<file path="src/rtl/elevator_pkg.sv">
// Shared state encoding, direction constants and per-floor mask helpers for the elevator controller.
package elevator_pkg;

  typedef enum logic [1:0] {
    IDLE = 2'd0,
    MOVE = 2'd1,
    DOOR = 2'd2
  } state_t;

  localparam logic DIR_UP = 1'b1;
  localparam logic DIR_DN = 1'b0;

  function automatic logic onehot(input int idx, input int flr);
    return idx == flr;
  endfunction

  function automatic logic ahead(input int idx, input int flr, input logic up);
    return up ? (idx > flr) : (idx < flr);
  endfunction

  function automatic logic behind(input int idx, input int flr, input logic up);
    return up ? (idx < flr) : (idx > flr);
  endfunction

endpackage

</file>
<file path="src/rtl/elevator_dispatch_timer.sv">
// elev_timer: loadable down-counter with hold; done is the terminal-count (zero) compare.
module elev_timer #(
  parameter int W = 4
) (
  input  logic         clk,
  input  logic         reset,
  input  logic         load,
  input  logic [W-1:0] load_val,
  input  logic         hold,
  output logic         done
);

  logic [W-1:0] cnt;

  always_ff @(posedge clk) begin
    if (reset)                    cnt <= '0;
    else if (load)                cnt <= load_val;
    else if (!hold && cnt != '0)  cnt <= cnt - W'(1);
  end

  assign done = (cnt == '0);

endmodule

</file>
<file path="src/rtl/elevator_dispatch.sv">
// Single-car SCAN dispatcher: latches calls, times travel and door dwell, drives one-hot door-open.
// Optional `ELEV_HOME_RETURN_EN: after IDLE_CYCLES idle clocks away from floor 0 the car returns there.
//  state | meaning
//  IDLE  | parked, door closed, waiting for a call
//  MOVE  | travelling one floor per MOVE_CYCLES clocks
//  DOOR  | door open at current floor for DOOR_CYCLES clocks
module elevator_dispatch
  import elevator_pkg::*;
#(
  parameter int NFLOORS     = 4,
  parameter int MOVE_CYCLES = 4,
  parameter int DOOR_CYCLES = 3,
  parameter int IDLE_CYCLES = 16
) (
  input  logic                       clk,
  input  logic                       reset,
  input  logic [NFLOORS-1:0]         intreq,
  input  logic [NFLOORS-1:0]         extreq,
  input  logic                       stop,
  output logic [NFLOORS-1:0]         open,
  output logic [$clog2(NFLOORS)-1:0] floor,
  output logic                       dir_up,
  output logic                       moving,
  output logic [NFLOORS-1:0]         pending
);

  localparam int FW   = $clog2(NFLOORS);
  localparam int CMAX = (MOVE_CYCLES > DOOR_CYCLES)
                        ? ((MOVE_CYCLES > IDLE_CYCLES) ? MOVE_CYCLES : IDLE_CYCLES)
                        : ((DOOR_CYCLES > IDLE_CYCLES) ? DOOR_CYCLES : IDLE_CYCLES);
  localparam int CW   = $clog2(CMAX + 1);
  localparam logic [FW-1:0] TOP     = FW'(NFLOORS - 1);
  localparam logic [CW-1:0] MV_LOAD = CW'(MOVE_CYCLES - 1);
  localparam logic [CW-1:0] DR_LOAD = CW'(DOOR_CYCLES - 1);

  state_t state, state_n;
  logic [FW-1:0]      floor_n;
  logic               dir_n;
  logic [NFLOORS-1:0] req, calls, scan, at_v, ahd_v, bhd_v, svc;
  logic               any_here, any_ahead, any_behind;
  logic               decide, restart, mv_done, dr_done, mv_load, dr_load;
  logic               home_act;

  always_comb begin
    req      = intreq | extreq;
    calls    = pending | req;
    scan     = calls;
    scan[0]  = calls[0] | home_act;
    state_n  = state;
    floor_n  = floor;
    dir_n    = dir_up;
    decide   = 1'b0;
    restart  = 1'b0;

    if (!stop && state == MOVE && mv_done) begin
      if (dir_up && floor != TOP)       floor_n = floor + FW'(1);
      else if (!dir_up && floor != '0)  floor_n = floor - FW'(1);
    end

    // Masks are taken at the floor the car will occupy after this edge.
    for (int i = 0; i < NFLOORS; i++) begin
      at_v[i]  = onehot(i, int'(floor_n));
      ahd_v[i] = ahead(i, int'(floor_n), dir_up);
      bhd_v[i] = behind(i, int'(floor_n), dir_up);
    end
    any_here   = |(calls & at_v);
    any_ahead  = |(scan & ahd_v);
    any_behind = |(scan & bhd_v);

    if (!stop) begin
      case (state)
        IDLE:    decide = 1'b1;
        MOVE:    decide = mv_done;
        DOOR: begin
          if (|(req & at_v)) restart = 1'b1;
          else               decide  = dr_done;
        end
        default: state_n = IDLE;
      endcase

      if (decide) begin
        if (any_here)        state_n = DOOR;
        else if (any_ahead)  state_n = MOVE;
        else if (any_behind) begin
          state_n = MOVE;
          dir_n   = ~dir_up;
        end
        else                 state_n = IDLE;
      end

      if (floor_n == '0)       dir_n = DIR_UP;
      else if (floor_n == TOP) dir_n = DIR_DN;
    end
  end

  assign svc     = (state_n == DOOR) ? at_v : '0;
  assign mv_load = !stop && (state_n == MOVE) && (state != MOVE || mv_done);
  assign dr_load = !stop && (state_n == DOOR) && (state != DOOR || restart);

  elev_timer #(.W(CW)) u_move (
    .clk(clk), .reset(reset), .load(mv_load), .load_val(MV_LOAD),
    .hold(stop || state != MOVE), .done(mv_done)
  );

  elev_timer #(.W(CW)) u_door (
    .clk(clk), .reset(reset), .load(dr_load), .load_val(DR_LOAD),
    .hold(stop || state != DOOR), .done(dr_done)
  );

`ifdef ELEV_HOME_RETURN_EN
  localparam logic [CW-1:0] ID_LOAD = CW'(IDLE_CYCLES - 1);
  logic homing, id_done, idle_qual;

  assign idle_qual = (state == IDLE) && (calls == '0) && (floor != '0);

  elev_timer #(.W(CW)) u_idle (
    .clk(clk), .reset(reset), .load(!stop && !idle_qual), .load_val(ID_LOAD),
    .hold(stop), .done(id_done)
  );

  // The home call only steers SCAN; it never appears on pending or opens the door.
  assign home_act = homing || (!stop && idle_qual && id_done);

  always_ff @(posedge clk) begin
    if (reset) homing <= 1'b0;
    else       homing <= home_act && (floor_n != '0);
  end
`else
  assign home_act = 1'b0;
`endif

  always_ff @(posedge clk) begin
    if (reset) begin
      state   <= IDLE;
      floor   <= '0;
      dir_up  <= DIR_UP;
      pending <= '0;
    end else begin
      state   <= state_n;
      floor   <= floor_n;
      dir_up  <= dir_n;
      pending <= (pending | req) & ~svc;
    end
  end

  always_comb begin
    open = '0;
    if (state == DOOR)
      for (int i = 0; i < NFLOORS; i++) open[i] = onehot(i, int'(floor));
  end

  assign moving = (state == MOVE);

endmodule

</file>
<file path="config.mk">
export PLATFORM = sky130hd
export DESIGN_NAME = elevator_dispatch
export DESIGN_NICKNAME = d
export VERILOG_FILES = /design/src/rtl/elevator_pkg.sv /design/src/rtl/elevator_dispatch_timer.sv /design/src/rtl/elevator_dispatch.sv
export SDC_FILE = /design/constraint.sdc
export NUM_CORES = 1
export LEC_CHECK = 0
export CORE_MARGIN = 8
export CORE_UTILIZATION = 25
export DETAILED_ROUTE_END_ITERATION = 10
export PLACE_DENSITY = 0.41
export SLEW_MARGIN = 20
export SYNTH_ARGS = -nofsm -noshare
export SYNTH_HDL_FRONTEND = slang
export SYNTH_SLANG_ARGS = --single-unit
</file>
<file path="constraint.sdc">
create_clock -name clk -period 3.6 [get_ports clk]
set_input_delay 0.72 -clock clk [delete_from_list [all_inputs] [get_ports clk]]
set_output_delay 0.72 -clock clk [all_outputs]
set_load 0.05 [all_outputs]
</file>
==> results of run 1 <==
state kept, by name, indices dropped and copies added (netlist names):
name and cells:
u_door.cnt 5, u_move.cnt 5, pending 4, floor 2
state 2, dir_up 1
through the flow:
stage | util (%) | hold WS, ns | worst slack [ns] | area (um2) | std cells
global route | 32.7 | 0.502 | 0.311 | 1680 | 249
detailed placement | 31.8 | 0.449 | 0.228 | 1640 | 245
global placement | 31.8 | 0.439 | 0.214 | 1640 | 245
floorplan | - | 0.427 | 0.590 | 1340 | 156
CTS | 32.7 | 0.463 | 0.505 | 1680 | 249
finish | 32.7 | 0.466 | 0.460 | 1680 | 249
layer usage:
| metal | vias to the layer above | part of all wire, % |
|---|---|---|
| met5 | - | 0 |
| met4 | 0 | 0.76 |
| met3 | 2 | 6.7 |
| met2 | 32 | 44 |
| met1 | 578 | 49 |
| li1 | 628 | - |
logic make-up after synthesis:
kind of cell               count (synthesis)
AOI/OAI and AO/OA                         38
and+or+nand+nor                           68
DFF                                       19
adders and majority gates                  7
muxes                                      2
buffers and inverters                     15
xor gates and xnor gates                   7
worst max-delay path: stages:
cell,delay (ns)
clkdlybuf4s50_1,0.44
buf_4,0.20
or3b_2,0.46
nor2_1,0.21
a211oi_1,0.11
a221o_1,0.42
nand2b_1,0.20
a211oi_2,0.33
a311oi_1,0.16
power groups by stage:
stage / Sequential, mW / Clock [mW] / Combinational, mW
floorplan: 0.259 / 0 / 0.120
global placement: 0.242 / 0 / 0.196
detailed placement: 0.242 / 0 / 0.195
CTS: 0.237 / 0.163 / 0.197
global route: 0.239 / 0.171 / 0.215
finish: 0.237 / 0.152 / 0.195
cell usage in the layout, fill, tap and decap left out, types with 2 or more instances in the layout:
cell             Yosys  final
a211oi_1             7      7
a211oi_2             2      2
a21oi_1              5      5
a311oi_1             2      2
and2_1               6      6
buf_4                1      4
clkbuf_8             0      3
clkdlybuf4s50_1      0     22
dfxtp_1             19     19
ha_1                 7      7
inv_1                8      8
nand2_1             10     10
nand2b_1             3      3
nand4_1              2      2
nor2_1              12     12
nor3_1              16     16
nor4_1               3      3
nor4b_1              2      2
o21ai_0              7      7
o31ai_1              2      2
or3_1                3      3
xnor2_1              4      4
xor2_1               3      3
final cells by class:
class,count,area [um2],area share (%)
clock buffers,4,45.0,2.68
inverters,8,30.0,1.79
multi-input cells,122,888,52.8
flip-flops and latches,19,380,22.6
well taps,70,87.6,5.21
repair buffers,26,250,14.9
worst paths after layout:
| kind | from | end | depth (start not counted) |
|---|---|---|---|
| max | stop | pending[2] | 9 |
| max reg2reg | floor[0] | pending[2] | 10 |
| min | u_door.cnt[4] | u_door.cnt[4] | 2 |
| min reg2reg | u_door.cnt[4] | u_door.cnt[4] | 2 |
==> metrics.txt, run 1 <==
P&R area growth vs syn=25.8%; Root Buffer=clkbuf_8; share of flip-flops with an asynchronous set or reset=0%; Net Switching=204 uW; adder-cell area share of the yosys netlist=6.55%; PortBufs=22; largest net degree at the start of global routing=22; CTS tree=built; number of antenna violations at the first check in global routing=0; FP Rows=26; Critical Path Source Type=input port; Post-synth EDFFs=0; Synth cell types=50; Synth area leaders=dfxtp_1, ha_1, nor3_1; CTS Sinks=19; HP Class=register to register; # nets final=198; Reg2Reg Setup Slack=0.80 ns; met3 GRT Util=2.76%; Slew Limit Fails=0; CP max FO=11; first-iteration detailed-routing DRC count=65; share of layout cells above drive strength 1=10.6%; ANT cells=0; Synth warnings=0; largest family of logic cells by synthesized area=simple AND/OR/NAND/NOR gates; Max-Cap Viols=0; CP endpoint kind=register; Most used DFF post-synth=dfxtp_1; post-synthesis net count=174; Mapped Cells=156; # setup viols final=0; Simple-Gate Fraction of Synth Area=30.1%; CTS max path bufs=2; worst clock skew=0.00527 ns; met1 Use GR=12.3%; M2 GR Usage=15.6%; gr usage total=9.71%; kind of critical path=input port to register; period utilization=87.2%; Avg Cell Area, Syn=8.57 um2; Post-synth top cells=dfxtp_1, nor3_1, nor2_1, nand2_1, inv_1; antenna-violating nets left=0; Worst-Skew Late Latency=0.26 ns; xor and xnor area share after synthesis=4.59%; I/O pins=23; Arrival @ worst endpoint=3.25 ns; synthesized area=1340 um2; Pwr per Cell Area=347 nW/um2; GR peak layer=met2; die area=7940 um2; post-DR wirelength/cell=14.3 um; Max VDD drop=157 uV; die height=89.1 um; Remaining DRCs=0; die width=89.1 um; clock share of power=26.0%; H-tree Lvls=1; Hold Violations, Final=0; gpl congestion=0.745; Max-slew headroom=47.8%; Core Footprint=5140 um2; first-pass detailed-route iteration total=4; first-pass GRT wire length=6.04 mm; Reg power frac=40.6%; initial core utilization=26.0%; top cell type by total area after synthesis=dfxtp_1; setup TNS=0 ns; Power, Total=584 uW; share of the synthesized area in the top cell type=28.5%; total gr overflow=0; post-DP HPWL=2.81 mm; Routed Wire Length=3.55 mm; Synth Area in Compound Gates=23.5%; sequential area share after synthesis=28.5%; Fillers=587; number of global-route vias before repair=1,268; switching power share of the total=34.9%; Max Fclk=318 MHz; status=finished, final reports clean; DR vias=1,240; Int Pwr=380 uW; top-count cell post-synth=dfxtp_1; post_cts resized=0; post-CTS setup buffers=0; min Tclk post-route=3.14 ns; drt via density=4.98; FF+latch count, synth=19; Leak=0.595 nW; RSZ-0062 raised after global routing=no; Clock transition at path regs=0.08 ns; combinational power share=33.4%; hold buffer count at CTS=0; number of buffers created by CTS=3; mux cell area share after synthesis=1.78%; Worst Max-Slew Pin Slew=0.780 ns; Crit path required time=3.71 ns
No activity file was read; power rests on OpenSTA's default activity.
==> inputs of run 2 (changes only) <==
clock period = 3.1 ns   (was 3.6 ns; I/O delays follow)
==> run 2 against run 1 <==
Effect of this change: via count rose by 1.7%; critical path depth did not move; critical endpoint is now u_door.cnt[4]; power rose by 18%; largest cell class unchanged; cell area rose by 6.6%.
==> metrics.txt, run 2 (same netlist as run 1, synthesis figures left out) <==
r2r worst-path depth=9 (-1); Critical-path top delay cell=clkdlybuf4s50_1; status=finished, final reports clean; post-CTS setup buffers=0 (unchanged); worst r2r dst=u_door.cnt[4]; Max VDD drop=161 uV (+2.2%); hold buffer count at CTS=0 (unchanged); setup TNS=0 ns (unchanged); Final Worst Setup Slack=0.197 ns (-0.262 ns); Inst Count DP=259 (+5.7%); Hold Violations, Final=0 (unchanged); number of global-route vias before repair=1,285 (+1.3%); FP Rows=26 (unchanged); PortBufs=22 (unchanged); Max-Cap Viols=0 (unchanged); initial core utilization=26.0% (unchanged); Worst Max-Slew Pin Slew=0.790 ns (+0.00955 ns); register area=380 um2 (unchanged); RSZ-0062 raised after global routing=no; Worst-Skew Late Latency=0.25 ns (about the same); Routed Wire Length=3.61 mm (+1.7%); Core Footprint=5140 um2 (unchanged); CTS max path bufs=2 (unchanged); kind of critical path=input port to register; final instance area=1790 um2 (+6.6%); ANT cells=0 (unchanged); Reg-to-Reg Start=floor[0]; CTS tree=built; pre-CTS setup slack=-0.126 ns (-0.354 ns); I/O pins=23 (unchanged); die height=89.1 um (unchanged); min Tclk post-route=2.90 ns; Arrival @ worst endpoint=3.01 ns (-0.24 ns); die area=7940 um2 (unchanged); DR vias=1,261 (+1.7%); non-filler instance count after layout=263 (+5.6%); # setup viols final=0 (unchanged); CP bufs+invs=2 (unchanged); gr usage total=9.87% (+0.17 points); P&R area growth vs syn=34.2%; crit-path leading delay family=simple AND/OR/NAND/NOR gates; antenna-violating nets left=0 (unchanged); Final Util=34.9% (+2.2 points); DP Area=1740 um2 (+6.4%); # nets final=212 (+7.1%); HP Class=register to register; Reg2Reg Setup Slack=0.30 ns (-0.50 ns); first-pass GRT wire length=6.27 mm (+3.9%); die width=89.1 um (unchanged); Clock transition at path regs=0.07 ns (about the same); Max-slew headroom=47.2% (-0.64 points); worst clock skew=0.00375 ns (-0.00152 ns); Crit path required time=3.21 ns (-0.50 ns); Pwr per Cell Area=385 nW/um2 (+11%); Critical Path Start=stop; number of buffers created by CTS=3 (unchanged); CP max FO=5 (-6); CP Cell Sequence=clkdlybuf4s50_1, nor3b_4, a21oi_2, or2_1, buf_4, a2111oi_2, a211oi_2, nor4_4, nor3_1; period utilization=93.6%; Fillers=573 (-2.4%); area of the multi-input gates=895 um2 (+0.70%); total gr overflow=0 (unchanged); post-DP HPWL=2.93 mm (+4.2%); largest net degree at the start of global routing=22 (unchanged); CTS Sinks=19 (unchanged); first-pass detailed-route iteration total=4 (unchanged); H-tree Lvls=1 (unchanged); Critical Path Stages=9 (unchanged); post-DR wirelength/cell=13.7 um (-3.8%); Leak=0.665 nW (+12%); commonest non-fill, non-tap cell in the layout=clkdlybuf4s50_1; Root Buffer=clkbuf_8; Power, Total=691 uW (+18%); CP endpoint kind=register; number of antenna violations at the first check in global routing=0 (unchanged); Slew Limit Fails=0 (unchanged); most frequent cells in the layout=clkdlybuf4s50_1, dfxtp_1, buf_4; Max Fclk=345 MHz; share of layout cells above drive strength 1=17.1% (+6.5 points); Critical Path Source Type=input port; Remaining DRCs=0 (unchanged); HP Start=u_door.cnt[4]; CP max stage delay=0.50 ns (+0.04 ns); gpl congestion=0.777 (+4.3%); Critical Path End=u_door.cnt[4]; Hold WS=0.460 ns (-0.00589 ns); drt via density=4.79 (-3.7%); Largest regs=u_door.cnt (5), u_move.cnt (5), pending (4); first-iteration detailed-routing DRC count=55 (-15%); post_cts resized=0 (unchanged)
==> run 2: power by group <==
| part | internal (mW) | leakage [nW] | switching, mW |
|---|---|---|---|
| Combinational | 0.102 | 0.487 | 0.138 |
| Sequential | 0.260 | 0.155 | 0.0161 |
| Clock | 0.0913 | 0.0228 | 0.0833 |
==> run 2: tightest hold or removal path, stage by stage, from the launching register on <==
cell	delay, ns
dfxtp_1	0.31
o31ai_1	0.06
nor3_1	0.04
==> run 2: how the worst min path moves through the flow <==
| stage | to | slack, ns | depth (start not counted) |
|---|---|---|---|
| after floorplan | u_door.cnt[4] | 0.43 | 2 |
| after global placement | u_door.cnt[4] | 0.44 | 2 |
| after detailed placement | u_door.cnt[4] | 0.45 | 2 |
| after CTS | u_door.cnt[4] | 0.46 | 2 |
| after global routing | u_door.cnt[4] | 0.48 | 2 |
| final | u_door.cnt[4] | 0.46 | 2 |
==> run 2: layout make-up <==
cell class / instances / area share [%]
tap: 70 / 4.88
inverter: 8 / 1.67
multi-input combinational: 122 / 49.9
sequential: 19 / 21.2
timing repair buffer: 40 / 19.8
clock buffer: 4 / 2.51
==> run 2: per-layer routing <==
| metal | global-route usage, % | share of wire [%] | vias up | wire [um] |
|---|---|---|---|---|
| met3 | 1.84 | 4.8 | 2 | 173 |
| met1 | 13.6 | 52 | 581 | 1900 |
| met4 | 2.72 | 0.47 | 0 | 17 |
| met5 | 0 | 0 | - | 0 |
| li1 | - | - | 655 | - |
| met2 | 15.2 | 42 | 23 | 1530 |
